<file path="src/rtl/led_pwm_if.sv">
// CPU store/read-back bus for the LED PWM control register.
// Ports: we (store strobe), addr (data address), din (store data), rdata (read-back).
// master = CPU side, slave = led_pwm side.
interface led_pwm_if;
  logic        we;
  logic [31:0] addr;
  logic [31:0] din;
  logic [31:0] rdata;

  modport master (output we, addr, din, input rdata);
  modport slave  (input we, addr, din, output rdata);
endinterface

</file>
<file path="src/rtl/led_pwm.sv">
// LED brightness PWM with a CPU-visible control register, optional blinking.
// Ports: clk, rstn (sync, active-low), bus (led_pwm_if.slave), led_in[7:0] pattern,
// led_out[7:0] registered pin drive. Blinking is compiled in by defining LED_PWM_BLINK_EN.
module led_pwm #(
  parameter int          CLK_DIV   = 16,
  parameter logic [31:0] CTRL_ADDR = 32'hFFFF_0018
) (
  input  logic       clk,
  input  logic       rstn,
  led_pwm_if.slave   bus,
  input  logic [7:0] led_in,
  output logic [7:0] led_out
);

  localparam logic [15:0] PRESC_MAX = 16'(CLK_DIV - 1);

  logic [15:0] presc_q, presc_d;
  logic [7:0]  pwm_cnt_q, pwm_cnt_d;
  logic [7:0]  pend_duty_q, pend_duty_d;
  logic        pend_en_q, pend_en_d;
  logic [7:0]  act_duty_q, act_duty_d;
  logic        act_en_q, act_en_d;
  logic [7:0]  act_led_q, act_led_d;
  logic [7:0]  led_out_q, led_out_d;

  logic sel, wr, tick, boundary, on_raw, blink_off;

`ifdef LED_PWM_BLINK_EN
  logic        pend_blink_en_q, pend_blink_en_d;
  logic [3:0]  pend_blink_rate_q, pend_blink_rate_d;
  logic        act_blink_en_q, act_blink_en_d;
  logic [3:0]  act_blink_rate_q, act_blink_rate_d;
  logic [15:0] blink_cnt_q, blink_cnt_d;
  logic        blink_phase_q, blink_phase_d;
  logic        blink_last;
`endif

  assign sel      = (bus.addr == CTRL_ADDR);
  assign wr       = bus.we && sel;
  assign tick     = (presc_q == PRESC_MAX);
  assign boundary = tick && (pwm_cnt_q == 8'hFF);

  // Only the active copy drives the output, so a CPU write mid-period is
  // invisible until the next boundary.
  assign on_raw = act_en_q && ((act_duty_q == 8'hFF) || (pwm_cnt_q < act_duty_q));

`ifdef LED_PWM_BLINK_EN
  assign blink_off  = act_blink_en_q && blink_phase_q;
  assign blink_last = (blink_cnt_q == ((16'd1 << act_blink_rate_q) - 16'd1));
  assign bus.rdata  = sel ? {16'h0, pend_blink_rate_q, 2'b00, pend_blink_en_q, pend_en_q, pend_duty_q}
                          : 32'h0;
  logic unused_din;
  assign unused_din = ^{bus.din[31:16], bus.din[11:10]};
`else
  assign blink_off = 1'b0;
  assign bus.rdata = sel ? {16'h0, 7'h0, pend_en_q, pend_duty_q} : 32'h0;
  logic unused_din;
  assign unused_din = ^{bus.din[31:9]};
`endif

  always_comb begin
    presc_d     = tick ? 16'h0 : presc_q + 16'd1;
    pwm_cnt_d   = tick ? pwm_cnt_q + 8'd1 : pwm_cnt_q;
    pend_duty_d = pend_duty_q;
    pend_en_d   = pend_en_q;
    act_duty_d  = act_duty_q;
    act_en_d    = act_en_q;
    act_led_d   = act_led_q;
`ifdef LED_PWM_BLINK_EN
    pend_blink_en_d   = pend_blink_en_q;
    pend_blink_rate_d = pend_blink_rate_q;
    act_blink_en_d    = act_blink_en_q;
    act_blink_rate_d  = act_blink_rate_q;
    blink_cnt_d       = blink_cnt_q;
    blink_phase_d     = blink_phase_q;
`endif

    if (wr) begin
      pend_duty_d = bus.din[7:0];
      pend_en_d   = bus.din[8];
`ifdef LED_PWM_BLINK_EN
      pend_blink_en_d   = bus.din[9];
      pend_blink_rate_d = bus.din[15:12];
`endif
    end

    // Active state loads from the *next* pending value so a write landing on
    // the boundary cycle wins over the old pending contents.
    if (boundary) begin
      act_duty_d = pend_duty_d;
      act_en_d   = pend_en_d;
      act_led_d  = led_in;
`ifdef LED_PWM_BLINK_EN
      act_blink_en_d   = pend_blink_en_d;
      act_blink_rate_d = pend_blink_rate_d;
      // Counting uses the settings of the period just ending; turning blink
      // off resets the phase so it restarts cleanly when re-enabled.
      if (!act_blink_en_d) begin
        blink_cnt_d   = 16'h0;
        blink_phase_d = 1'b0;
      end else if (act_blink_en_q) begin
        if (blink_last) begin
          blink_cnt_d   = 16'h0;
          blink_phase_d = !blink_phase_q;
        end else begin
          blink_cnt_d = blink_cnt_q + 16'd1;
        end
      end
`endif
    end

    led_out_d = (on_raw && !blink_off) ? act_led_q : 8'h00;
  end

  always_ff @(posedge clk) begin
    if (!rstn) begin
      presc_q     <= '0;
      pwm_cnt_q   <= '0;
      pend_duty_q <= '0;
      pend_en_q   <= 1'b0;
      act_duty_q  <= '0;
      act_en_q    <= 1'b0;
      act_led_q   <= '0;
      led_out_q   <= '0;
`ifdef LED_PWM_BLINK_EN
      pend_blink_en_q   <= 1'b0;
      pend_blink_rate_q <= '0;
      act_blink_en_q    <= 1'b0;
      act_blink_rate_q  <= '0;
      blink_cnt_q       <= '0;
      blink_phase_q     <= 1'b0;
`endif
    end else begin
      presc_q     <= presc_d;
      pwm_cnt_q   <= pwm_cnt_d;
      pend_duty_q <= pend_duty_d;
      pend_en_q   <= pend_en_d;
      act_duty_q  <= act_duty_d;
      act_en_q    <= act_en_d;
      act_led_q   <= act_led_d;
      led_out_q   <= led_out_d;
`ifdef LED_PWM_BLINK_EN
      pend_blink_en_q   <= pend_blink_en_d;
      pend_blink_rate_q <= pend_blink_rate_d;
      act_blink_en_q    <= act_blink_en_d;
      act_blink_rate_q  <= act_blink_rate_d;
      blink_cnt_q       <= blink_cnt_d;
      blink_phase_q     <= blink_phase_d;
`endif
    end
  end

  assign led_out = led_out_q;

endmodule

</file>
<file path="src/flat_wrapper.sv">
// flat-port wrapper written by rule: the top's interface ports become plain ports
module led_pwm_flat 
#(
  parameter int          CLK_DIV   = 16,
  parameter logic [31:0] CTRL_ADDR = 32'hFFFF_0018
)
  (clk, rstn, led_in, led_out, bus_we, bus_addr, bus_din, bus_rdata);
  led_pwm_if bus_i ();
  input  logic clk;
  input  logic rstn;
  input  logic [7:0] led_in;
  output logic [7:0] led_out;
  input wire logic [$bits(bus_i.we)-1:0] bus_we;
  input wire logic [$bits(bus_i.addr)-1:0] bus_addr;
  input wire logic [$bits(bus_i.din)-1:0] bus_din;
  output wire logic [$bits(bus_i.rdata)-1:0] bus_rdata;
  assign bus_i.we = bus_we;
  assign bus_i.addr = bus_addr;
  assign bus_i.din = bus_din;
  assign bus_rdata = bus_i.rdata;
  led_pwm #(.CLK_DIV(CLK_DIV), .CTRL_ADDR(CTRL_ADDR)) u_core (.clk(clk), .rstn(rstn), .bus(bus_i), .led_in(led_in), .led_out(led_out));
endmodule
</file>
<file path="config.mk">
export PLATFORM = sky130hd
export DESIGN_NAME = led_pwm_flat
export DESIGN_NICKNAME = d
export VERILOG_FILES = /design/src/rtl/led_pwm_if.sv /design/src/rtl/led_pwm.sv /design/src/flat_wrapper.sv
export SDC_FILE = /design/constraint.sdc
export NUM_CORES = 1
export LEC_CHECK = 0
export CELL_PAD_IN_SITES_DETAIL_PLACEMENT = 1
export CELL_PAD_IN_SITES_GLOBAL_PLACEMENT = 1
export CORE_MARGIN = 1
export CORE_UTILIZATION = 31
export CTS_CLUSTER_DIAMETER = 80
export DETAILED_ROUTE_END_ITERATION = 10
export GPL_ROUTABILITY_DRIVEN = 0
export GPL_TIMING_DRIVEN = 0
export PLACE_DENSITY = 0.86
export SLEW_MARGIN = 20
export SYNTH_ARGS = -nofsm -noshare
export SYNTH_HDL_FRONTEND = slang
export SYNTH_SLANG_ARGS = --single-unit
export TNS_END_PERCENT = 5
</file>
<file path="constraint.sdc">
create_clock -name clk -period 2.45 [get_ports clk]
set_input_delay 0.3675 -clock clk [delete_from_list [all_inputs] [get_ports clk]]
set_output_delay 0.3675 -clock clk [all_outputs]
set_load 0.02 [all_outputs]
</file>
# After elaboration in Yosys (flattened, before gate mapping)
# Index checks and enable logic that the tools add are counted.
word_totals:
  inputBits: 75
  regBits: 58
  word_cells: 25
op_classes:
  reduce_logical: 6
  n_lt_le_gt_ge: 1
  n_addsub: 2
  n_eq_ne: 4
  mux: 3
  bitwise: 1
op_table:
  columns: ["op", "count"]
  rows:
  - ["== test 32 bit, second input constant", 1]
  - ["adder 16 x 1 -> 16 bit, second input constant", 1]
  - ["== test 16 x 4 -> 1 bit, second input constant", 1]
  - ["== test 8 bit, second input constant", 2]
  - ["2-to-1 mux 9 bit", 1]
  - ["adder 8 x 1 -> 8 bit, second input constant", 1]
  - ["less-than comparator 8 bit", 1]
  - ["2-to-1 mux 8 bit", 1]
  - ["logical AND 1 bit", 3]
  - ["AND reduction 2 bit", 1]
  - ["OR reduction 2 bit", 1]
  - ["logical OR 1 bit", 1]
  - ["2-to-1 mux 1 bit", 1]
  - ["inverter 1 bit", 1]

# Depth between registers and ports, before layout
# Gate-level depths: netlist (run 1).
depth:
  ltp_word: 4
  mapped_depth: 7
  depth_no_buf: 6

# Worst setup path after synthesis (run 1)
# No wires, ideal clock.
synth_path:
  path_kind: "input to register"
  start: "input bus_addr[30]"
  end: "register u_core.act_duty_q[4]"
  arrival_time_ps: 1780
  slack_ps: 584
  path_stages: 6
  n_path_buf: 1
  path_cell_list: "nand4_1 or4_1 or3_1 buf_4 mux2i_1 a211oi_1"
synth_via:
  elab_chain_cells: 3
synth_lines:
  columns: ["item", "line_no", "text"]
  rows:
  - ["start: declaration", "flat_wrapper.sv:14", "input wire logic [$bits(bus_i.addr)-1:0] bus_addr;"]
  - ["== test 32 bit", "led_pwm.sv:38", "assign sel = (bus.addr == CTRL_ADDR);"]
  - ["logical AND 1 bit", "led_pwm.sv:39", "assign wr = bus.we && sel;"]
  - ["2-to-1 mux 8 bit", "led_pwm.sv:78", "if (wr) begin"]
  - ["end signal: assignment", "led_pwm.sv:138", "act_duty_q <= act_duty_d;"]
  - ["end: declaration", "led_pwm.sv:21", "logic [7:0] act_duty_q, act_duty_d;"]
# No other way between the ends.
# A chain may end at the register's enable or synchronous reset.

# Worst setup path after layout (run 1)
layout_path:
  start: "input bus_addr[20]"
  end: "output bus_rdata[1]"
layout_via:
  elab_chain_cells: 2
layout_lines:
  columns: ["item", "line_no", "text"]
  rows:
  - ["== test 32 bit", "led_pwm.sv:38", null]
  - ["2-to-1 mux 9 bit", "led_pwm.sv:56", "assign bus.rdata = sel ? {16'h0, 7'h0, pend_en_q, pend_duty_q} : 32'h0;"]
  - ["end: declaration", "flat_wrapper.sv:16", "output wire logic [$bits(bus_i.rdata)-1:0] bus_rdata;"]
# No other way between the ends.

==> impl_metrics.env, run 1 <==
export IMPL_status="finished, final reports clean"
export IMPL_leakagePower_nw=1.62
export IMPL_cts_num_sinks=58
export IMPL_startpoint_type="primary input"
export IMPL_layout_drive_gt1_share=0.180
export IMPL_critPathBufInv=3
export IMPL_cts_root_buffer="clkbuf_8"
export IMPL_setup_viol=0
export IMPL_path_cells="clkdlybuf4s50_1 -> nand4_1 -> or4_4 -> nor2_4 -> buf_4 -> and2_1 -> buf_6"
export IMPL_numCtsBuffers=9
export IMPL_cp_arrival_ps=2040
export IMPL_synthArstFlopShare=0
export IMPL_path_clk_slew_ps=60
export IMPL_fin_nets=496
export IMPL_critPathMaxFanout=3
export IMPL_ys_ff_latch=58
export IMPL_wirelength_um=7070
export IMPL_max_stage_delay_ps=590
export IMPL_tritoncts="done"
export IMPL_grt_use_total=0.158
export IMPL_area_growth_pct=43.3
export IMPL_rows=34
export IMPL_wire_per_inst_um=13.5
export IMPL_synth_compound_area_frac=0.0546
export IMPL_skew_ps=14.4
export IMPL_synth_cell_area_sq_um=2800
export IMPL_dp_slack_ps=-659
export IMPL_max_slew_margin_rel=0.498
export IMPL_die_area_sq_um=9410
export IMPL_synth_edf_count=0
export IMPL_crit_family="simple AND/OR/NAND/NOR gates"
export IMPL_grt_pass1_vias=2658
export IMPL_postRouteAntennaNets=0
export IMPL_maxCapViolations=0
export IMPL_synth_xor_area_frac=0.0626
export IMPL_start_util=0.321
export IMPL_seq_area_frac_synth=0.415
export IMPL_drt_initial_drc_count=39
export IMPL_max_freq_ghz=0.415
export IMPL_via_count=2494
export IMPL_yosysWarnings=0
export IMPL_finalWorstSetupSlack_ps=39.8
export IMPL_maxSlewViolCount=0
export IMPL_clk_latency_ps=350
export IMPL_synth_top_flop_cell="dfxtp_1"
export IMPL_final_cell_count_no_fill=524
export IMPL_yosys_area_share_simple=0.273
export IMPL_worstPathRequired_ps=2080
export IMPL_syn_avg_cell_area_sq_um=9.14
export IMPL_synth_top_family_by_area="simple AND/OR/NAND/NOR gates"
export IMPL_grt_pass1_wl_um=12000
export IMPL_setup_tns_ps=0
export IMPL_antenna_found_initial=0
export IMPL_period_share=0.984
export IMPL_clockBufferDepth=2
export IMPL_grt_overflow_total=0
export IMPL_die_h_um=97
export IMPL_synth_cell_types=39
export IMPL_hold_viol_final=0
export IMPL_htree_levels=3
export IMPL_min_path_type="reg -> reg"
export IMPL_ir_drop_v=0.000201
export IMPL_dp_cells=504
export IMPL_drcViolationCount=0
export IMPL_cp_end_kind="output pin"
export IMPL_rsz0062_at_grt="yes"
export IMPL_vias_per_cell=4.76
export IMPL_period_needed_ps=2410
export IMPL_antennaDiodeCount=0
export IMPL_core_sq_um=8720
export IMPL_grt_max_degree=11
export IMPL_synth_adder_area_share=0.0403
export IMPL_io_pins=115
export IMPL_drt_pass1_iterations=4
export IMPL_hpwlAfterDp_um=5400
export IMPL_tightestPinTransition_ps=747
export IMPL_totalPowerFinal_mw=2.23
export IMPL_synth_area_mux_share=0.0608
export IMPL_worstSetupPathType="in -> out"
export IMPL_fp_dieW_um=97
export IMPL_finalHoldWorstSlack_ps=474
export IMPL_syn_inst=306
export IMPL_slowest_stage="or4_4"
export IMPL_io_buffer_count=68
export IMPL_power_density_nw_per_um2=557
==> layout by cell type, fill, tap and decap left out, drive strengths merged, types with 8 or more instances in the layout <==
cell type | Yosys | routed
inv | 9 | 9
clkdlybuf4s50 | 0 | 59
buf | 27 | 40
dfxtp | 58 | 58
nand4b | 8 | 8
nand4 | 10 | 10
xor2 | 10 | 10
nand2 | 19 | 19
o21ai | 11 | 11
mux2i | 17 | 17
clkbuf | 3 | 14
ha | 9 | 9
nor2 | 50 | 51
and2 | 11 | 11
xnor2 | 10 | 10
a211oi | 9 | 9
conb | 1 | 23
nand3 | 8 | 8
==> worst register-to-register path, stage by stage, from the launching register on <==
cell	delay, ps
dfxtp_1	360
nor4_2	470
and4_2	300
buf_2	160
nand3_1	90
nor2_1	550
a211oi_1	180
==> layout make-up <==
cell class / count / area (sq um)
Clock buffer: 11 / 151
Sequential cell: 58 / 1160
Buffer: 31 / 221
Fill cell: 1013 / 4710
Tap cell: 108 / 135
Inverter: 10 / 37.5
Clock inverter: 4 / 98.8
Multi-Input combinational cell: 230 / 1500
Timing Repair Buffer: 72 / 701
==> layer usage <==
metal | track usage | up-vias | wire length [um]
met5 | 0 | - | 0
met4 | 0.0758 | 0 | 123
met3 | 0.0368 | 10 | 378
met2 | 0.289 | 73 | 3610
met1 | 0.170 | 1184 | 2960
li1 | - | 1227 | -
==> report_power, final <==
| part | switching [mW] | total, mW | internal, mW |
|---|---|---|---|
| Combinational | 0.0671 | 0.171 | 0.104 |
| Clock | 0.385 | 1.11 | 0.727 |
| Sequential | 0.00390 | 0.951 | 0.947 |
==> path summary, 6_finish.rpt <==
| kind | start | to | slack [ps] | cells past startpoint |
|---|---|---|---|---|
| max reg2reg | u_core.presc_q[7]$_SDFF_PP0_ | u_core.act_duty_q[5]$_SDFFE_PN0P_ | 190 | 6 |
| min | u_core.presc_q[0]$_SDFF_PP0_ | u_core.presc_q[0]$_SDFF_PP0_ | 470 | 1 |
| min reg2reg | u_core.presc_q[0]$_SDFF_PP0_ | u_core.presc_q[0]$_SDFF_PP0_ | 470 | 1 |
| max | bus_addr[20] | bus_rdata[1] | 40 | 7 |
==> sequential cells by signal, indices dropped and copies added, names as in the netlist <==
| signal | cells |
|---|---|
| u_core.presc_q | 16 |
| u_core.act_duty_q | 8 |
| u_core.pend_duty_q | 8 |
| u_core.led_out | 8 |
| u_core.act_en_q | 1 |
| u_core.act_led_q | 8 |
| u_core.pend_en_q | 1 |
| u_core.pwm_cnt_q | 8 |
==> cell usage after synthesis (all sizes together) (8+ instances only) <==
library cell  number  area [sq um]
xor2              10          87.6
nand3              8          40.0
ha                 9           113
mux2i             17           170
and2              11          68.8
xnor2             10          87.6
nand2             19          71.3
inv                9          33.8
nor2              50           188
a211oi             9          67.6
o21ai             11          55.1
dfxtp             58          1160
nand4             10          77.6
nand4b             8          70.1
buf               27           201
==> cells by family after synthesis <==
group / count (synthesis)
other: 1
and+or+nand+nor: 135
DFF: 58
buffers and inverters: 41
muxes: 17
adders and majority gates: 9
xor gates and xnor gates: 20
AOI/OAI and AO/OA: 25
==> timing repair <==
action	CTS	global route
hold buffers	0	0
endpoints found under the setup margin	9	4
pin swaps	2	3
buffers inserted	0	4
gates resized for setup	39	16
cloned	1	0
==> stage by stage <==
step	util	area (sq um)
after global routing	0.460	4010
after floorplan	-	2880
after CTS	0.453	3950
after global placement	0.424	3700
final	0.460	4010
after detailed placement	0.425	3700
No activity file was read; power rests on OpenSTA's default activity.
==> run 2, diff against run 1 <==
MAX_ROUTING_LAYER = met4   (was unset)
==> impl_metrics.env, run 2 (synthesis results as in run 1) <==
export IMPL_die_h_um=97
export IMPL_wl_met3_um=323
export IMPL_min_path_type="reg -> reg"
export IMPL_cp_arrival_ps=2050
export IMPL_power_density_nw_per_um2=557
export IMPL_tritoncts="done"
export IMPL_finalWorstSetupSlack_ps=33.5
export IMPL_final_cell_mix="clkdlybuf4s50_1, dfxtp_1, nor2_1"
export IMPL_skew_ps=14.8
export IMPL_start_util=0.321
export IMPL_fin_nets=496
export IMPL_io_pins=115
export IMPL_grt_overflow_total=0
export IMPL_r2r_start="u_core.presc_q[7]$_SDFF_PP0_"
export IMPL_drcViolationCount=0
export IMPL_rsz0062_at_grt="yes"
export IMPL_core_sq_um=8720
export IMPL_antenna_found_initial=0
export IMPL_via_count=2478
export IMPL_startpoint_type="primary input"
export IMPL_io_buffer_count=68
export IMPL_crit_start="bus_addr[20]"
export IMPL_clockBufferDepth=2
export IMPL_layout_commonest_cell="clkdlybuf4s50_1"
export IMPL_cp_end_kind="output pin"
export IMPL_setup_viol=0
export IMPL_hp_start="u_core.presc_q[0]$_SDFF_PP0_"
export IMPL_grt_max_degree=11
export IMPL_drt_initial_drc_count=67
export IMPL_cts_num_sinks=58
export IMPL_period_share=0.986
export IMPL_maxCapViolations=0
export IMPL_path_clk_slew_ps=60
export IMPL_ir_drop_v=0.000204
export IMPL_cts_root_buffer="clkbuf_8"
export IMPL_critPathMaxFanout=3
export IMPL_numCtsBuffers=9
export IMPL_grt_pass1_wl_um=12000
export IMPL_largest_reg_flops=16
export IMPL_clk_latency_ps=350
export IMPL_postRouteAntennaNets=0
export IMPL_area_growth_pct=43.3
export IMPL_wirelength_um=7060
export IMPL_wire_per_inst_um=13.5
export IMPL_grt_use_total=0.163
export IMPL_hpwlAfterDp_um=5400
export IMPL_leakagePower_nw=1.62
export IMPL_reg2reg_slack_ps=200
export IMPL_layout_drive_gt1_share=0.180
export IMPL_vias_per_cell=4.73
export IMPL_worstPathRequired_ps=2080
export IMPL_max_slew_margin_rel=0.494
export IMPL_top_layer_used="met4"
export IMPL_largest_register="u_core.presc_q"
export IMPL_dr_wl_met2_um=3620
export IMPL_dp_slack_ps=-659
export IMPL_wl_met1_um=3030
export IMPL_tightestPinTransition_ps=752
export IMPL_htree_levels=3
export IMPL_totalPowerFinal_mw=2.23
export IMPL_period_needed_ps=2420
export IMPL_hold_viol_final=0
export IMPL_die_area_sq_um=9410
export IMPL_fp_dieW_um=97
export IMPL_max_freq_ghz=0.414
export IMPL_drt_pass1_iterations=4
export IMPL_status="finished, final reports clean"
export IMPL_rows=34
export IMPL_antennaDiodeCount=0
export IMPL_worstSetupPathType="in -> out"
export IMPL_fillers=1013
export IMPL_grt_pass1_vias=2663
export IMPL_maxSlewViolCount=0
## run 2: layout make-up
cell class / instances / area, sq um / area share
repair buffers: 72 / 701 / 0.175
multi-input cells: 230 / 1500 / 0.375
plain buffers: 31 / 221 / 0.0552
flip-flops and latches: 58 / 1160 / 0.290
clock buffers: 11 / 151 / 0.0378
well taps: 108 / 135 / 0.0337
inverters: 10 / 37.5 / 0.00936
clock inverters: 4 / 98.8 / 0.0247
## run 2: metal layers
| layer | GRT usage | up-vias |
|---|---|---|
| met4 | 0.0723 | 0 |
| met2 | 0.289 | 65 |
| met3 | 0.0368 | 6 |
| li1 | - | 1226 |
| met5 | - | - |
| met1 | 0.173 | 1181 |
## run 2: worst max-delay path, cell delays in order
cell             delay (ps)
clkdlybuf4s50_1         460
nand4_1                 100
or4_4                   590
nor2_4                  150
buf_4                   120
and2_1                  140
buf_6                   120
## run 2: timing repair
action / CTS / global route
hold buffers: 0 / 0
resized for setup: 39 / 16
endpoints found under the setup margin: 9 / 4
cloned: 1 / 0
pin swaps: 2 / 3
setup buffers: 0 / 4
## run 2: report_power, final
part / internal (mW) / switching (mW) / leakage (nW)
clock: 0.727 / 0.385 / 0.126
sequential: 0.947 / 0.00390 / 0.468
combinational: 0.104 / 0.0672 / 1.02
## run 2: final timing paths
path,end,cells after the start
setup reg to reg,u_core.act_duty_q[5]$_SDFFE_PN0P_,6
setup / recovery,bus_rdata[1],7
hold reg to reg,u_core.presc_q[0]$_SDFF_PP0_,1
hold / removal,u_core.presc_q[0]$_SDFF_PP0_,1
## run 2: stage by stage
stage	area, sq um	cells	utilization	hold slack (ps)	setup TNS (ps)
final	4010	524	0.460	475	0
after global routing	4010	524	0.460	503	-14.5
after CTS	3950	520	0.453	471	-70.5
after detailed placement	3700	504	0.425	463	-5950
after global placement	3700	504	0.424	443	-6720
after floorplan	2880	328	-	426	0
==> run 3, diff against run 2 <==
CORE_UTILIZATION = 32   (was 31)
CTS_BUF_LIST = sky130_fd_sc_hd__clkbuf_4   (was unset)
HOLD_SLACK_MARGIN = 0.02   (was unset)
PLACE_DENSITY = 0.88   (was 0.86)
==> impl_metrics.env, run 3 (synthesis results as in run 1) <==
export IMPL_tightestPinTransition_ps=784
export IMPL_drcViolationCount=0
export IMPL_numCtsBuffers=9
export IMPL_setup_viol=0
export IMPL_grt_use_total=0.171
export IMPL_worstHoldEndpoint="u_core.presc_q[0]$_SDFF_PP0_"
export IMPL_clockBufferDepth=2
export IMPL_layout_commonest_cell="clkdlybuf4s50_1"
export IMPL_internal_power_mw=1.56
export IMPL_p_comb_frac=0.085
export IMPL_min_path_type="reg -> reg"
export IMPL_antennaDiodeCount=0
export IMPL_grt_pass1_vias=2571
export IMPL_totalPowerFinal_mw=2.02
export IMPL_grt_max_degree=12
export IMPL_r2r_end="u_core.act_duty_q[3]$_SDFFE_PN0P_"
export IMPL_final_cell_mix="clkdlybuf4s50_1, dfxtp_1, nor2_1"
export IMPL_area_growth_pct=38.7
export IMPL_cts_root_buffer="clkbuf_4"
export IMPL_seqPwrFrac=0.471
export IMPL_fp_dieW_um=95.5
export IMPL_maxSlewViolCount=0
export IMPL_via_count=2465
export IMPL_vias_per_cell=4.75
export IMPL_largest_register="u_core.presc_q"
export IMPL_htree_levels=3
export IMPL_drt_initial_drc_count=71
export IMPL_finalCoreUtilization=0.465
export IMPL_max_slew_margin_rel=0.473
export IMPL_max_freq_ghz=0.418
export IMPL_tritoncts="done"
export IMPL_die_h_um=95.5
export IMPL_worstSetupPathType="in -> out"
export IMPL_grt_overflow_total=0
export IMPL_start_util=0.335
export IMPL_p_sw_uw=453
export IMPL_wire_per_inst_um=13.3
export IMPL_worstPathRequired_ps=2080
export IMPL_io_buffer_count=68
export IMPL_period_needed_ps=2400
export IMPL_startpoint_type="primary input"
export IMPL_drt_pass1_iterations=4
export IMPL_core_sq_um=8340
export IMPL_cp_arrival_ps=2030
export IMPL_die_area_sq_um=9120
export IMPL_rows=33
export IMPL_power_density_nw_per_um2=520
export IMPL_postRouteAntennaNets=0
export IMPL_setup_tns_ps=0
export IMPL_largest_reg_flops=16
export IMPL_hpwlAfterDp_um=5300
export IMPL_critPathMaxFanout=4
export IMPL_wirelength_um=6900
export IMPL_skew_ps=23.3
export IMPL_fin_nets=493
export IMPL_hold_depth=1
export IMPL_r2r_start="u_core.presc_q[6]$_SDFF_PP0_"
export IMPL_leakagePower_nw=1.55
export IMPL_status="finished, final reports clean"
export IMPL_cts_num_sinks=58
export IMPL_period_share=0.978
export IMPL_hp_start="u_core.presc_q[0]$_SDFF_PP0_"
export IMPL_grt_pass1_wl_um=11600
export IMPL_rsz0062_at_grt="no"
export IMPL_antenna_found_initial=0
export IMPL_ir_drop_v=0.000326
export IMPL_hold_viol_final=0
export IMPL_cp_end_kind="output pin"
export IMPL_reg2reg_slack_ps=210
export IMPL_path_clk_slew_ps=100
export IMPL_rr_worst_depth=6
export IMPL_swShare=0.225
export IMPL_dp_slack_ps=-583
export IMPL_io_pins=115
export IMPL_finalWorstSetupSlack_ps=54.9
export IMPL_power_frac_clock=0.444
export IMPL_layout_drive_gt1_share=0.164
export IMPL_clk_latency_ps=410
export IMPL_maxCapViolations=0
run 3: cell types whose count changed in the layout (fill, tap and decap cells not counted):
cell             delta
and2_1              +3
clkdlybuf4s15_2     +2
clkbuf_8           -11
buf_6               -6
nor4bb_2            -1
clkinvlp_4          +2
clkinv_1            +1
and2_4              -3
buf_2               +3
buf_4               -2
clkbuf_4            +9
nor4bb_1            +1
run 3: how the worst max path moves through the flow:
stage	cells past startpoint	start	endpoint	slack (ps)
6_report	6	bus_addr[31]	bus_rdata[6]	50
5_1_grt	6	bus_addr[27]	bus_rdata[6]	3
3_5_place_dp	6	bus_addr[31]	bus_rdata[4]	-580
3_3_place_gp	6	bus_addr[31]	bus_rdata[2]	-540
4_1_cts	6	bus_addr[10]	bus_rdata[4]	4
2_1_floorplan	6	bus_addr[30]	u_core.act_duty_q[4]$_SDFFE_PN0P_	580
run 3: routing by layer:
metal	track usage	share of wire
met5	-	0
met4	0.0522	0.014
met2	0.291	0.50
met3	0.0518	0.046
met1	0.192	0.44
run 3: repair_timing:
item / CTS / global route
gates resized for setup: 36 / 2
pin swaps: 1 / 2
setup buffers: 0 / 1
setup endpoints to repair: 9 / 9
hold buffers: 0 / 0
cloned: 1 / 0
run 3: power by group through the flow:
| stage | combinational [mW] | sequential (mW) | clock, mW |
|---|---|---|---|
| 3_5_place_dp | 0.170 | 0.972 | 0 |
| 5_1_grt | 0.184 | 0.951 | 0.960 |
| 4_1_cts | 0.171 | 0.950 | 0.913 |
| 3_3_place_gp | 0.166 | 0.971 | 0 |
| 2_1_floorplan | 0.0785 | 0.971 | 0 |
| 6_report | 0.172 | 0.950 | 0.896 |
run 3: stage by stage:
stage / cell area (sq um) / cells / hold WS, ps
finish: 3880 / 519 / 478
global placement: 3690 / 501 / 443
CTS: 3890 / 518 / 486
floorplan: 2880 / 328 / 426
detailed placement: 3700 / 501 / 462
global route: 3880 / 519 / 508
run 3: critical path: stages:
cell and delay [ps]:
clkdlybuf4s50_1 460, nand4_1 90, or4_4 590, nor2_4 130
and2_1 130, clkdlybuf4s15_2 260
run 3: layout make-up:
type | instances | area [sq um]
buffer | 31 | 221
clock buffer | 9 | 67.6
clock inverter | 7 | 118
fill | 991 | 4460
inverter | 10 | 37.5
multi-input combinational | 230 | 1490
sequential | 58 | 1160
tap | 105 | 131
timing repair buffer | 69 | 656
